### src/rtl/multicycle_ctrl.sv
// Multicycle sequencer for the RV32 core: walks each instruction through
// FETCH/DECODE/EXEC/MEM/WB, drives the datapath enables and counts retirements.
module multicycle_ctrl #(
  parameter int MEM_TIMEOUT = 255,
  parameter int CNT_W       = 32
) (
  input  logic             clk,
  input  logic             rst,
  input  logic [6:0]       op_i,
  input  logic             branch_taken_i,
  input  logic             mem_ready_i,
  output logic             mem_req_o,
  output logic             mem_we_o,
  output logic             addr_sel_o,
  output logic             ir_we_o,
  output logic             pc_we_o,
  output logic [1:0]       pc_src_o,
  output logic             rf_we_o,
  output logic [1:0]       wb_src_o,
  output logic             illegal_o,
  output logic             bus_err_o,
  output logic             halted_o,
  output logic [CNT_W-1:0] instret_o
);

  localparam logic [6:0] OP_JAL    = 7'b1101111;
  localparam logic [6:0] OP_JALR   = 7'b1100111;
  localparam logic [6:0] OP_IMM    = 7'b0010011;
  localparam logic [6:0] OP_REG    = 7'b0110011;
  localparam logic [6:0] OP_STORE  = 7'b0100011;
  localparam logic [6:0] OP_BRANCH = 7'b1100011;
  localparam logic [6:0] OP_LUI    = 7'b0110111;
  localparam logic [6:0] OP_LOAD   = 7'b0000011;

  localparam int WW = (MEM_TIMEOUT > 0) ? $clog2(MEM_TIMEOUT + 1) : 1;

  typedef enum logic [2:0] {
    IDLE, FETCH, DECODE, EXEC, MEM, WB, HALT
  } state_t;

  state_t        state, next_state;
  logic [WW-1:0] wait_cnt;
  logic          cnt_clr, cnt_inc, retire, set_ill, set_berr;
  logic          legal, is_load, is_store, timeout;

  assign is_load  = (op_i == OP_LOAD);
  assign is_store = (op_i == OP_STORE);
  assign legal    = (op_i == OP_JAL)   || (op_i == OP_JALR)   || (op_i == OP_IMM) ||
                    (op_i == OP_REG)   || (op_i == OP_STORE)  || (op_i == OP_BRANCH) ||
                    (op_i == OP_LUI)   || (op_i == OP_LOAD);
  // A ready on the timeout cycle still completes the access.
  assign timeout  = (MEM_TIMEOUT != 0) && (wait_cnt == WW'(MEM_TIMEOUT)) && !mem_ready_i;

  always_ff @(posedge clk or posedge rst) begin
    if (rst) begin
      state     <= IDLE;
      wait_cnt  <= '0;
      instret_o <= '0;
      illegal_o <= 1'b0;
      bus_err_o <= 1'b0;
    end else begin
      state <= next_state;
      if (cnt_clr)      wait_cnt <= '0;
      else if (cnt_inc) wait_cnt <= wait_cnt + 1'b1;
      if (retire)   instret_o <= instret_o + 1'b1;
      if (set_ill)  illegal_o <= 1'b1;
      if (set_berr) bus_err_o <= 1'b1;
    end
  end

  always_comb begin
    next_state = state;
    mem_req_o  = 1'b0;
    mem_we_o   = 1'b0;
    addr_sel_o = 1'b0;
    ir_we_o    = 1'b0;
    pc_we_o    = 1'b0;
    pc_src_o   = 2'b00;
    rf_we_o    = 1'b0;
    wb_src_o   = 2'b00;
    halted_o   = 1'b0;
    cnt_clr    = 1'b0;
    cnt_inc    = 1'b0;
    retire     = 1'b0;
    set_ill    = 1'b0;
    set_berr   = 1'b0;
    unique case (state)
      IDLE: begin
        next_state = FETCH;
        cnt_clr    = 1'b1;
      end
      FETCH: begin
        if (mem_ready_i) begin
          mem_req_o  = 1'b1;
          ir_we_o    = 1'b1;
          cnt_clr    = 1'b1;
          next_state = DECODE;
        end else if (timeout) begin
          set_berr   = 1'b1;
          next_state = HALT;
        end else begin
          mem_req_o = 1'b1;
          cnt_inc   = 1'b1;
        end
      end
      DECODE: begin
        if (legal) next_state = EXEC;
        else begin
          set_ill    = 1'b1;
          next_state = HALT;
        end
      end
      EXEC: begin
        pc_we_o = 1'b1;
        if (op_i == OP_JAL)                          pc_src_o = 2'b01;
        else if (op_i == OP_JALR)                    pc_src_o = 2'b10;
        else if (op_i == OP_BRANCH && branch_taken_i) pc_src_o = 2'b01;
        if (is_load || is_store) begin
          next_state = MEM;
          cnt_clr    = 1'b1;
        end else if (op_i == OP_BRANCH) begin
          next_state = FETCH;
          retire     = 1'b1;
          cnt_clr    = 1'b1;
        end else begin
          next_state = WB;
        end
      end
      MEM: begin
        if (mem_ready_i || !timeout) begin
          mem_req_o  = 1'b1;
          mem_we_o   = is_store;
          addr_sel_o = 1'b1;
        end
        if (mem_ready_i) begin
          cnt_clr = 1'b1;
          if (is_store) begin
            next_state = FETCH;
            retire     = 1'b1;
          end else begin
            next_state = WB;
          end
        end else if (timeout) begin
          set_berr   = 1'b1;
          next_state = HALT;
        end else begin
          cnt_inc = 1'b1;
        end
      end
      WB: begin
        rf_we_o = 1'b1;
        if (is_load)                                wb_src_o = 2'b01;
        else if (op_i == OP_JAL || op_i == OP_JALR) wb_src_o = 2'b10;
        else if (op_i == OP_LUI)                    wb_src_o = 2'b11;
        next_state = FETCH;
        retire     = 1'b1;
        cnt_clr    = 1'b1;
      end
      HALT: begin
        halted_o = 1'b1;
      end
      default: next_state = IDLE;
    endcase
  end

endmodule

### config.mk
export PLATFORM = sky130hd
export DESIGN_NAME = multicycle_ctrl
export DESIGN_NICKNAME = d
export VERILOG_FILES = /design/src/rtl/multicycle_ctrl.sv
export SDC_FILE = /design/constraint.sdc
export NUM_CORES = 1
export LEC_CHECK = 0
export CAP_MARGIN = 5
export CORE_ASPECT_RATIO = 2
export CORE_MARGIN = 2
export CORE_UTILIZATION = 47
export CTS_BUF_LIST = sky130_fd_sc_hd__clkbuf_2 sky130_fd_sc_hd__clkbuf_4 sky130_fd_sc_hd__clkbuf_8
export DETAILED_ROUTE_END_ITERATION = 8
export GPL_ROUTABILITY_DRIVEN = 0
export PLACE_DENSITY_LB_ADDON = 0.15
export RECOVER_POWER = 100
export SETUP_SLACK_MARGIN = 0.02
export SKIP_CTS_REPAIR_TIMING = 1
export SKIP_LAST_GASP = 1
export SLEW_MARGIN = 5
export SYNTH_ARGS = -nofsm -noshare
export SYNTH_HDL_FRONTEND = slang
export SYNTH_SLANG_ARGS = --single-unit
### constraint.sdc
create_clock -name clk -period 1.98 [get_ports clk]
set_input_delay 0.198 -clock clk [delete_from_list [all_inputs] [get_ports clk]]
set_output_delay 0.198 -clock clk [all_outputs]
set_load 0.02 [all_outputs]
* Yosys cells after proc, flatten, opt, wreduce, memory -nomap -nowiden *
Cells that the tools add are included.

word-level totals
  memories kept = 0
  output and inout bits = 45
  register bits after elaboration = 45
  RAM bits = 0
  logic and storage cells = 83
  bits in read-only memories = 0
  latch bits = 0
  input bits = 11

cells by class
  mux-type cells = 44
  equality and inequality tests = 15
  divide/modulo/power cells = 0
  add/sub/neg operators = 2
  magnitude comparators = 0
  shift-type cells = 0
  multipliers = 0
  reduce and logical (&&, ||, !) cells = 17
  bitwise logic cells = 0

operator list
  kind                                                 count
  adder 32 x 1 -> 32 bit, second input constant        1
  2-to-1 mux 1 bit                                     24
  equality test 7 x 6 -> 1 bit, second input constant  3
  equality test 7 bit, second input constant           3
  2-to-1 mux 3 bit                                     7
  one-hot mux 3 bit (6 select lines)                   1
  2-to-1 mux 8 bit                                     2
  2-to-1 mux 2 bit                                     7
  equality test 3 bit, second input constant           3
  logical OR 1 bit                                     9
  adder 8 x 1 -> 8 bit, second input constant          1
  equality test 8 bit, second input constant           1
  equality test 7 x 2 -> 1 bit, second input constant  1
  equality test 7 x 5 -> 1 bit, second input constant  1
  equality test 3 x 2 -> 1 bit, second input constant  2
  one-hot mux 1 bit (3 select lines)                   2
  OR reduction 2 bit                                   2
  equality test 3 x 1 -> 1 bit, second input constant  1
  logical NOT 3 bit                                    1
  logical AND 1 bit                                    2
  logical NOT 1 bit                                    2
  one-hot mux 1 bit (2 select lines)                   1
  nonzero test 2 bit                                   1

* Longest topological paths before layout *
  depth in word-level cells = 10
  mapped depth = 8
  gate-level depth less buffers = 6

* Least setup slack after synthesis *
No wires, ideal clock.

  kind = flip-flop to output port
  from = register wait_cnt[0]
  to = output port mem_we_o
  stages on the path, launching flop included = 7
  arrival time = 1970 ps
  path buffers = 1
  data required time = 1782 ps
  path slack = -188 ps
  cells stage by stage = dfrtp_1 > ha_1 > and3_1 > and3_1 > clkbuf_1 > a21o_1 > nor4_1

between the ends
  word-level cells in the longest chain between the ends = 6

RTL lines
  what                    line  RTL
  from (decl)             42    logic [WW-1:0] wait_cnt;
  from (signal assigned)  64    else if (cnt_inc) wait_cnt <= wait_cnt + 1'b1;
  equality test 8 bit     52    assign timeout = (MEM_TIMEOUT != 0) && (wait_cnt == WW'(MEM_TIMEOUT)) && !mem_ready_i;
  logical AND 1 bit       52
  logical NOT 1 bit       130   if (mem_ready_i || !timeout) begin
  logical OR 1 bit        130
  2-to-1 mux 1 bit        130
  2-to-1 mux 1 bit        87    unique case (state)
  to (decl)               13    output logic mem_we_o,

No other way between the ends.

* Worst setup path in the final report *
  from = input port op_i[6]
  to = register instret_o[15]

between the ends
  word-level cells in the longest chain between the ends = 4
  elaborated cells on any way between the ends = 9
  those cells by class = eq/ne: 3; mux: 5; reduce/logical: 1

RTL lines
  what                                                        line      RTL
  from (decl)                                                 9         input logic [6:0] op_i,
  equality test 7 x 6 -> 1 bit, or another cell as far along  47        assign is_store = (op_i == OP_STORE);
  2-to-1 mux 1 bit, or another cell as far along              137       if (is_store) begin
  2-to-1 mux 1 bit (on tied branches)                         135, 118
  one-hot mux 1 bit (3 select lines) *                        87
  to (signal assigned)                                        65        if (retire) instret_o <= instret_o + 1'b1;
  to (decl)                                                   23        output logic [CNT_W-1:0] instret_o

Mark *: on every way between the ends. The rest lies on a longest branch, timed or not.
A chain may end at the register's enable or synchronous reset.

==> reports/qor.txt <==
synthesized area per cell - 10.29 um^2
number of top-level pins - 56
Setup crit start kind - input pin
worst setup slack after layout - -0.06676 ns
die width - 55.37 um
critical path start-end classification - input pin to register
number of pins with negative max-slew slack in the final report - 0
TritonCTS clock tree - done
total DRC errors in the routed layout - 0
utilization after layout - 67.59%
Post-DP HPWL - 4632 um
setup repair after global routing missed its margin - yes
Net Sw Frac - 37.13%
fraction of power consumed by combinational cells - 39.1%
measured slew at the worst slew-check pin - 1.314 ns
number of antenna violations at the first check in global routing - 0
Root Buffer - clkbuf_8
status - finished, violations left
count of max-cap constraint violations - 0
antenna cell count - 0
effective utilization at floorplan - 48.26%
Longest Clk Path Bufs - 2
violated checks - setup timing
number of warnings reported in the yosys synthesis log - 0
Inserted Clock Buffers - 5
fraction of final layout cells with drive strength greater than 1 - 20.30%
cell area after synthesis - 2480 um^2
Largest stage delay, worst path - 0.61 ns
Hold Worst Slack - 0.4607 ns
most frequent cells in the layout - dfrtp_1, dlygate4sd3_1, buf_4, xnor2_1, nor2_1
CP max-delay cell - dlygate4sd3_1
number of search-and-repair iterations in the first detailed-routing pass - 4
final setup vio count - 5
portion of the post-synthesis area used by sequential elements - 45.41%
Fin Clk Skew - 0.01243 ns
syn nets - 254
clock-pin transition on the worst setup and hold timing paths - 0.10 ns
clock share of power - 20.8%
vias after detailed routing - 2145
leakage component of the power - 1.691 nW
Synth Instances - 241
number of port buffers - 55
final critical delay including setup and external delays - 2.047 ns
leading cell type in the layout, fill and taps excluded - dfrtp_1
placed instance area - 3292 um^2
setup TNS - -0.2227 ns
Routed WL - 6195 um
number of nets in the finished design - 342
Clock Latency Late Sink - 0.30 ns
Die Y-Extent - 106.7 um
final standard cell area without fillers - 3473 um^2
switching power summed over all nets - 0.001032 W
flip-flop and latch count after synthesis - 45
number of distinct library cell variants in the gate-level netlist after synthesis - 47
Die ar. - 5909 um^2
largest net degree at the start of global routing - 25
First DRT Iteration DRCs - 52
maximum fanout encountered on the critical timing path - 5
arrival time at the worst endpoint - 2.24 ns
via count of the first global-routing pass - 2170
largest cells by area after synthesis - dfrtp_1, xnor2_1, xor2_1
Placeable Area - 5139 um^2
worst slew slack as a fraction of its limit - 12.42%
antenna viol nets, final - 0
Routed WL per cell - 15.97 um
fraction of power consumed by sequential logic - 40.0%
via count normalized by instance count - 5.528
power density of the placed cells - 799.8 nW/um^2
CTS H-tree lvls - 2
Total GRT Usage - 21.47%
Critical Path Sink Type - register
count of clock tree sinks - 45
Final period util - 103.4%
global route overflow - 0
Hold Vio Cnt, Final - 0
worst IR drop on VDD - 0.7331 mV
Main synth FF type - dfrtp_1
ys async rst share - 100.0%
number of flops mapped to enable cells by yosys - 0
FP Rows - 37
ordered list of cells on the worst path - dlygate4sd3_1, nand4bb_1, a2111o_1, a21boi_2, clkdlybuf4s15_2, nand4_1, xnor2_1
area share of the leading cell type in the synthesized netlist - 45.41%
first-pass GRT wire length - 10190 um
Pint - 0.001747 W
required time worst endpoint - 2.17 ns
critical path's top delay family - buffers and inverters
dominant cell type by area after synthesis - dfrtp_1
FMAX - 488.6 MHz
Hold Crit Class - register to register
area grow syn2layout - 40.06%
number of buffers and inverters on the critical path - 2
==> cell usage after synthesis, types with 2 or more instances <==
cell type,instances
xnor2_1,25
and3_1,10
nand2_1,14
nor3_2,3
a21oi_1,6
nor3_4,2
and2_1,4
nor3b_1,3
nand4b_1,2
or3_1,2
clkbuf_1,5
nand4_1,10
xor2_1,12
nand3_1,11
nor3_1,5
buf_2,3
nor4_1,6
nand2b_1,6
dfrtp_1,45
inv_1,9
o21ai_0,4
buf_6,2
a31oi_1,2
o22ai_1,3
a221oi_1,2
and4_1,5
nor2_1,16
nor4b_2,2
a21o_1,3
ha_1,2
==> final timing paths <==
path,start,end,slack (ns),cells after the start
max,op_i[6],instret_o[15],-0.07,7
min,bus_err_o,bus_err_o,0.46,1
max reg2reg,state[2],instret_o[15],0.01,6
min reg2reg,bus_err_o,bus_err_o,0.46,1
max in group asynchronous,rst,illegal_o,0.41,3
min in group asynchronous,rst,wait_cnt[0],0.70,3
==> area by class of cell <==
type	instances	area, um^2
Tap cell	58	72.57
Multi-Input combinational cell	176	1301
Timing Repair Buffer	92	849.6
Clock buffer	5	68.82
Inverter	9	33.78
Fill cell	433	1665
Sequential cell	45	1126
Clock inverter	3	21.27
==> through the flow <==
step	cells	total power (W)	setup WS, ns
2_1_floorplan	241	0.001776	0.04507
3_3_place_gp	377	0.002196	-0.2292
4_1_cts	385	0.002796	-0.5225
3_5_place_dp	377	0.002208	-0.2641
5_1_grt	388	0.002939	-0.1774
6_report	388	0.002778	-0.06676
==> layer usage <==
layer | GRT usage, % | up-vias | routed length [um]
li1 | - | 1034 | -
met1 | 23.08 | 1062 | 2298
met2 | 41.24 | 43 | 3644
met3 | 2.533 | 6 | 155
met4 | 8.711 | 0 | 97
met5 | 0 | - | 0
==> flip-flops by register name, indices dropped and copies added (netlist names) <==
name       flops
bus_err_o      1
wait_cnt       8
illegal_o      1
instret_o     32
state          3
==> power groups by stage <==
stage	clock network (W)	logic, W	registers (W)
after floorplan	0	0.000609	0.00117
after global placement	0	0.00107	0.00113
after detailed placement	0	0.00108	0.00113
after CTS	0.000599	0.00108	0.00111
after global routing	0.000627	0.00119	0.00113
final	0.000579	0.00109	0.00111
==> cells by family after synthesis <==
logic type | after synthesis | synth area share (%)
adders and majority gates | 2 | 1.009
muxes | 2 | 0.8577
and+or+nand+nor | 109 | 28.41
xor gates and xnor gates | 37 | 13.07
buffers and inverters | 21 | 4.591
AOI/OAI and AO/OA | 25 | 6.660
DFF | 45 | 45.41
No activity file was read; power rests on OpenSTA's default activity.
